## src/rtl/cache_pkg.sv

```systemverilog
// Shared types and address helpers for the cache miss sequencer.
// Geometry: 8-way, 4 sets, 16-byte lines, 32-bit byte addresses.
package cache_pkg;

  localparam int TAG_W  = 26;
  localparam int IDX_W  = 2;
  localparam int OFF_W  = 4;
  localparam int LINE_W = 8 << OFF_W;
  localparam int LA_W   = TAG_W + IDX_W;

  typedef enum logic [3:0] {
    S_IDLE,
    S_LOOKUP,
    S_COMPARE,
    S_WB,
    S_FETCH,
    S_WAIT,
    S_FILL,
    S_ACCESS,
    S_RESP
  } state_t;

  function automatic logic [TAG_W-1:0] addr_tag(
    input logic [31:0] a
  );
    return a[OFF_W+IDX_W +: TAG_W];
  endfunction

  function automatic logic [IDX_W-1:0] addr_idx(
    input logic [31:0] a
  );
    return a[OFF_W +: IDX_W];
  endfunction

  function automatic logic [OFF_W-1:0] addr_off(
    input logic [31:0] a
  );
    return a[OFF_W-1:0];
  endfunction

  function automatic logic [LA_W-1:0] line_addr(
    input logic [31:0] a
  );
    return a[OFF_W +: LA_W];
  endfunction

endpackage

```

## src/rtl/cache_line_buf.sv

```systemverilog
// Line staging register shared by writeback and fill paths.
// Holds the victim line, then the fetched line.
module cache_line_buf
  import cache_pkg::*;
#(
  parameter int W = LINE_W
) (
  input  logic         clk,
  input  logic         reset,
  input  logic         load_vic,
  input  logic [W-1:0] vic_line,
  input  logic         load_mem,
  input  logic [W-1:0] mem_line,
  output logic [W-1:0] line
);

  always_ff @(posedge clk or negedge reset) begin
    if (!reset) begin
      line <= '0;
    end else if (load_vic) begin
      line <= vic_line;
    end else if (load_mem) begin
      line <= mem_line;
    end
  end

endmodule

```

## src/rtl/cache_miss_ctrl.sv

```systemverilog
// Request sequencer in front of an 8-way FIFO cache.
// Write-back, write-allocate; sole master of the cache port.
module cache_miss_ctrl #(
  parameter  int TAG_W  = 26,
  parameter  int IDX_W  = 2,
  parameter  int OFF_W  = 4,
  localparam int LINE_W = 8 << OFF_W,
  localparam int LA_W   = TAG_W + IDX_W
) (
  input  logic              clk,
  input  logic              reset,
  input  logic              req_valid,
  output logic              req_ready,
  input  logic              req_rw,
  input  logic [31:0]       req_addr,
  input  logic [7:0]        req_wdata,
  output logic              resp_valid,
  output logic [7:0]        resp_rdata,
  output logic              cache_en,
  output logic              cache_rw,
  output logic              cache_fill,
  output logic [31:0]       cache_addr,
  output logic [7:0]        cache_wbyte,
  output logic [LINE_W-1:0] cache_line,
  input  logic              cache_hit,
  input  logic [7:0]        cache_rdata,
  input  logic              cache_vic_dirty,
  input  logic [TAG_W-1:0]  cache_vic_tag,
  input  logic [LINE_W-1:0] cache_vic_line,
  output logic              mem_valid,
  input  logic              mem_ready,
  output logic              mem_we,
  output logic [LA_W-1:0]   mem_addr,
  output logic [LINE_W-1:0] mem_wdata,
  input  logic              mem_rvalid,
  input  logic [LINE_W-1:0] mem_rdata
);

  import cache_pkg::*;

  state_t state_q;
  state_t state_d;

  logic [31:0]       addr_q;
  logic              rw_q;
  logic [7:0]        wbyte_q;
  logic [TAG_W-1:0]  vic_tag_q;
  logic [TAG_W-1:0]  tag;
  logic [IDX_W-1:0]  idx;
  logic [LINE_W-1:0] line;
  logic              accept;
  logic              vic_load;
  logic              mem_load;

  assign tag = addr_q[OFF_W+IDX_W +: TAG_W];
  assign idx = addr_q[OFF_W +: IDX_W];

  assign accept   = (state_q == S_IDLE) && req_valid;
  assign vic_load = (state_q == S_COMPARE) && !cache_hit;
  assign mem_load = (state_q == S_WAIT) && mem_rvalid;

  always_ff @(posedge clk or negedge reset) begin
    if (!reset) begin
      state_q   <= S_IDLE;
      addr_q    <= '0;
      rw_q      <= 1'b0;
      wbyte_q   <= '0;
      vic_tag_q <= '0;
    end else begin
      state_q <= state_d;
      if (accept) begin
        addr_q  <= req_addr;
        rw_q    <= req_rw;
        wbyte_q <= req_wdata;
      end
      if (vic_load) begin
        vic_tag_q <= cache_vic_tag;
      end
    end
  end

  cache_line_buf #(
    .W (LINE_W)
  ) u_line_buf (
    .clk      (clk),
    .reset    (reset),
    .load_vic (vic_load),
    .vic_line (cache_vic_line),
    .load_mem (mem_load),
    .mem_line (mem_rdata),
    .line     (line)
  );

  assign cache_addr  = addr_q;
  assign cache_wbyte = wbyte_q;
  assign cache_line  = line;
  assign mem_wdata   = line;

  always_comb begin
    state_d    = state_q;
    req_ready  = 1'b0;
    resp_valid = 1'b0;
    resp_rdata = '0;
    cache_en   = 1'b0;
    cache_rw   = 1'b0;
    cache_fill = 1'b0;
    mem_valid  = 1'b0;
    mem_we     = 1'b0;
    mem_addr   = '0;
    unique case (state_q)
      S_IDLE: begin
        // held low while reset is asserted
        req_ready = reset;
        if (req_valid) begin
          state_d = S_LOOKUP;
        end
      end
      S_LOOKUP: begin
        cache_en = 1'b1;
        state_d  = S_COMPARE;
      end
      S_COMPARE: begin
        if (cache_hit) begin
          state_d = S_ACCESS;
        end else if (cache_vic_dirty) begin
          state_d = S_WB;
        end else begin
          state_d = S_FETCH;
        end
      end
      S_WB: begin
        mem_valid = 1'b1;
        mem_we    = 1'b1;
        mem_addr  = {vic_tag_q, idx};
        if (mem_ready) begin
          state_d = S_FETCH;
        end
      end
      S_FETCH: begin
        mem_valid = 1'b1;
        mem_addr  = {tag, idx};
        if (mem_ready) begin
          state_d = S_WAIT;
        end
      end
      S_WAIT: begin
        if (mem_rvalid) begin
          state_d = S_FILL;
        end
      end
      S_FILL: begin
        cache_en   = 1'b1;
        cache_fill = 1'b1;
        state_d    = S_ACCESS;
      end
      S_ACCESS: begin
        cache_en = 1'b1;
        cache_rw = rw_q;
        state_d  = S_RESP;
      end
      S_RESP: begin
        resp_valid = 1'b1;
        resp_rdata = rw_q ? 8'h00 : cache_rdata;
        state_d    = S_IDLE;
      end
      default: begin
        state_d = S_IDLE;
      end
    endcase
  end

endmodule

```

## config.mk

```make
export PLATFORM = sky130hd
export DESIGN_NAME = cache_miss_ctrl
export DESIGN_NICKNAME = d
export VERILOG_FILES = /design/src/rtl/cache_pkg.sv /design/src/rtl/cache_line_buf.sv /design/src/rtl/cache_miss_ctrl.sv
export SDC_FILE = /design/constraint.sdc
export NUM_CORES = 1
export LEC_CHECK = 0
export BUFFER_PORTS_ARGS = -buffer_cell sky130_fd_sc_hd__clkbuf_2
export CORE_AREA = 2 2 264 266
export DETAILED_ROUTE_END_ITERATION = 12
export DIE_AREA = 0 0 266 268
export GPL_TIMING_DRIVEN = 0
export MAX_ROUTING_LAYER = met4
export PLACE_DENSITY_LB_ADDON = 0.05
export SYNTH_ARGS = -nofsm -noshare
export SYNTH_HDL_FRONTEND = slang
export SYNTH_SLANG_ARGS = --single-unit
```

## constraint.sdc

```tcl
create_clock -name clk -period 2.3 [get_ports clk]
set_clock_uncertainty 0.1 [all_clocks]
set_input_delay 0.115 -clock clk [delete_from_list [all_inputs] [get_ports clk]]
set_output_delay 0.115 -clock clk [all_outputs]
set_load 0.05 [all_outputs]
```

==> impl_summary.log <==
[metrics] Pre-antenna DRT Iters: 6
[metrics] worst rel slew slack: between 60% and 70%
[metrics] f_max: between 400 and 500 MHz
[metrics] average cell area after synthesis: 10.9 sq um
[metrics] wire length of the first global-routing pass: around 73,000 um
[metrics] total wire length after detailed routing: between 50,000 and 60,000 um
[metrics] detail-routed net length per standard cell: approximately 18 um
[metrics] number of CTS-inserted buffers: 17
[metrics] Arr. time, crit path: about 2100 ps
[metrics] area enclosed by the die boundary: around 70,000 sq um
[metrics] final number of max-transition violations: 0
[metrics] clock period minus final worst setup slack: ~2300 ps
[metrics] count of distinct cell types in the synthesized netlist: 32
[metrics] Hold WC Path Type: in -> async
[metrics] most common cell type on the critical path: sky130_fd_sc_hd__buf_8
[metrics] via count of the routed design: around 11,000
[metrics] clock tree from TritonCTS: done
[metrics] signed area change from the synthesized netlist to the final layout: 93.0%
[metrics] cell depth of the worst flop-to-flop path: 6
[metrics] commonest cells after routing, fill and taps aside: 636 x sky130_fd_sc_hd__clkbuf_2, 329 x sky130_fd_sc_hd__dlygate4sd3_1, 197 x sky130_fd_sc_hd__dfrtp_1
[metrics] share of the synthesized area in compound gates (AO/OA/AOI/OAI): under 10%
[metrics] Clock Pin Slew Worst Setup and Hold Paths: 80 ps
[metrics] root buf cell: sky130_fd_sc_hd__clkbuf_16
[metrics] maxcap violations: 0
[metrics] final-report hold violation count: 0
[metrics] worst-case vdd ir drop: about 790 uV
[metrics] PnR Total Power: 0.0316 W
[metrics] mux cell area share after synthesis: 20.5%
[metrics] Worst Path Max Fanout: 10
[metrics] vias per cell: about 3.7
[metrics] CP Cell Sequence: buf_8 > nor4bb_4 > buf_6 > buf_12 > a22o_1 > buf_8
[metrics] WS Path Type: reg -> out
[metrics] Final nets: about 2,300
[metrics] combinational family with the most area after synthesis: multiplexers
[metrics] gate count after technology mapping: around 900
[metrics] input/output buffers: between 600 and 700
[metrics] global route total overflow: 0
[metrics] Post-Route Setup TNS: 0 ps
[metrics] count of routing violations after the opening detailed-route iteration: around 270
[metrics] post-synthesis instance area: ~10000 sq um
[metrics] slowest stage delay, CP: ~430 ps
[metrics] antenna violations before repair: 3
[metrics] vias in the first global route: 11,300
[metrics] initial standard-cell utilization of the core: 14.6%
[metrics] buffer depth of the longest clock path: 2
[metrics] xor and xnor fraction of the mapped netlist area: 0%
[metrics] pin count of the biggest net entering global routing: just over 90
[metrics] Final Cycle Share: a little over nine tenths
[metrics] post-route worst hold slack: 2.80 ps
[metrics] sequential-to-total area share from yosys stat: between 40% and 50%
[metrics] required time worst endpoint: 2090 ps
[metrics] fraction of final layout cells sized beyond drive strength 1: 50.9%
[metrics] global placer's final weighted congestion: approximately 0.80
[metrics] Final WS setup: about 30 ps
[metrics] vertical die dimension: about 270 um
[metrics] maximum level of the CTS H-tree: 4
[metrics] Reg2Reg Setup Slack: between 100 and 150 ps
[metrics] die width: between 200 and 300 um
[metrics] adder-cell area share of the yosys netlist: 0%
[metrics] post-detail-place hpwl: 41,100 um
[metrics] clk sinks: a little under 200
[metrics] DRT antenna net count: 0
[metrics] setup-violating endpoint count in the final report: 0
[metrics] synth warn: 0
[metrics] Worst-Margin Slew: 548 ps
[metrics] worst r2r src: state_q[2]$_DFFE_PN0P_
[metrics] element type at the critical path end: primary output
[metrics] global-route usage over all layers: ~14%
[metrics] CP startpoint kind: flip-flop
[metrics] setup repair after global routing missed its margin: true
[metrics] Crit path buffers/inverters: 4
[metrics] flip-flop and latch count after synthesis: a little under 200
[metrics] worst slack, placed: -389 ps
[metrics] boundary pin count: 677
[metrics] # rows: 96
[metrics] leakage power summed over all cells: between 9 and 10 nW
[metrics] most common cell after layout, fill and taps aside: sky130_fd_sc_hd__clkbuf_2
[metrics] Slowest cell on crit path: sky130_fd_sc_hd__dfrtp_1
[metrics] run status: completed
[metrics] Worst-Skew Late Latency: roughly 490 ps
[metrics] cell family with most CP delay: buffers and inverters
[metrics] post-synth net total: ~1,300
[metrics] Pwr per Cell Area: ~1600 nW/um^2
[metrics] count of unresolved DRC violations after routing: 0
[metrics] area inside the core boundary: between 60,000 and 70,000 sq um
[metrics] R2R Path End: u_line_buf.line[88]$_DFFE_PN0P_
[metrics] fraction of the mapped netlist area in simple logic gates: 7.30%
-- through the flow --
| stage | area (sq um) | utilization [%] | instances |
|---|---|---|---|
| 2_1_floorplan | 9960 | - | 915 |
| 3_3_place_gp | 14400 | 21.2 | 2473 |
| 3_5_place_dp | 14500 | 21.3 | 2475 |
| 4_1_cts | 19000 | 27.8 | 2848 |
| 5_1_grt | 19200 | 28.2 | 2855 |
| 6_report | 19200 | 28.2 | 2855 |
-- worst max-delay path by stage --
stage                                 startpoint                               to  slack [ps]  cells past startpoint
final                     state_q[2]$_DFFE_PN0P_                     mem_addr[13]          30                      6
after global routing      state_q[2]$_DFFE_PN0P_                     mem_addr[13]        -100                      6
after CTS                 state_q[2]$_DFFE_PN0P_                     mem_addr[11]        -110                      6
after detailed placement  state_q[0]$_DFFE_PN0P_                     mem_addr[16]        -390                      5
after global placement                     reset  u_line_buf.line[53]$_DFFE_PN0P_       -3790                      1
after floorplan           state_q[1]$_DFFE_PN0P_                    resp_rdata[0]          60                      5
-- worst register-to-register path: cells and delay by family, from the launching register on --
kind / cells / cell delay [ps]
simple gates: 1 / 260
compound gates: 1 / 120
buf+inv: 3 / 720
flops: 1 / 430
mux: 1 / 420
-- synthesized netlist by cell type, drive strengths merged --
cell type | instances | area, sq um
nor3b | 1 | 7.51
mux2 | 67 | 754
nor4b | 1 | 23.8
buf | 181 | 1230
nor2 | 133 | 499
nor4 | 2 | 18.8
inv | 4 | 15.0
nand2 | 2 | 7.51
clkbuf | 5 | 22.5
a22o | 26 | 228
a221o | 1 | 10.0
nand2b | 2 | 12.5
mux2i | 129 | 1290
nor4bb | 2 | 20.0
o2bb2ai | 1 | 8.76
o32ai | 1 | 8.76
a21oi | 132 | 664
or2 | 1 | 6.26
nand3 | 1 | 5.00
dfrtp | 199 | 4980
nor3 | 4 | 20.0
nor2b | 1 | 6.26
or4b | 1 | 10.0
and3 | 2 | 12.5
nand4b | 1 | 8.76
o21ai | 2 | 10.0
and2 | 11 | 68.8
a31oi | 2 | 12.5
-- layout make-up --
class / count / area [sq um]
sequential: 199 / 4980
clock inverter: 13 / 184
multi-input combinational: 526 / 3830
antenna: 3 / 7.51
clock buffer: 18 / 439
inverter: 4 / 18.8
tap: 882 / 1100
fill: 7299 / 49000
buffer: 186 / 1400
timing repair buffer: 1024 / 7260
-- where the power goes --
group          switching, W  internal (W)
sequential          0.00187       0.00527
combinational        0.0146       0.00650
clock               0.00158       0.00177
total                0.0181        0.0135
-- what timing repair did --
action	CTS	global route
hold buffers	328	1
pin swaps	10	19
setup buffers	14	3
resized for setup	119	68
endpoints found under the hold margin	305	3
endpoints found under the setup margin	180	77
-- sequential cells by signal, summed over array words and instances (netlist names) --
signal           cells
vic_tag_q           26
cache_addr          32
u_line_buf.line    128
rw_q                 1
state_q              4
cache_wbyte          8
-- routing by layer --
| layer | GRT usage (%) | routed length [um] | up-vias |
|---|---|---|---|
| li1 | - | - | 5116 |
| met1 | 15.7 | 20000 | 5052 |
| met2 | 26.6 | 28300 | 327 |
| met3 | 2.87 | 2370 | 28 |
| met4 | 3.99 | 703 | 0 |
| met5 | - | 0 | - |
-- cells by family (layout without fill, tap and decap cells) --
kind of cell | count (synthesis) | count (layout)
compound gates | 165 | 165
buf+inv | 190 | 1245
flops | 199 | 199
mux | 196 | 196
other cells | 0 | 3
simple gates | 165 | 165
Note: power is estimated with default switching activity, not from simulation.
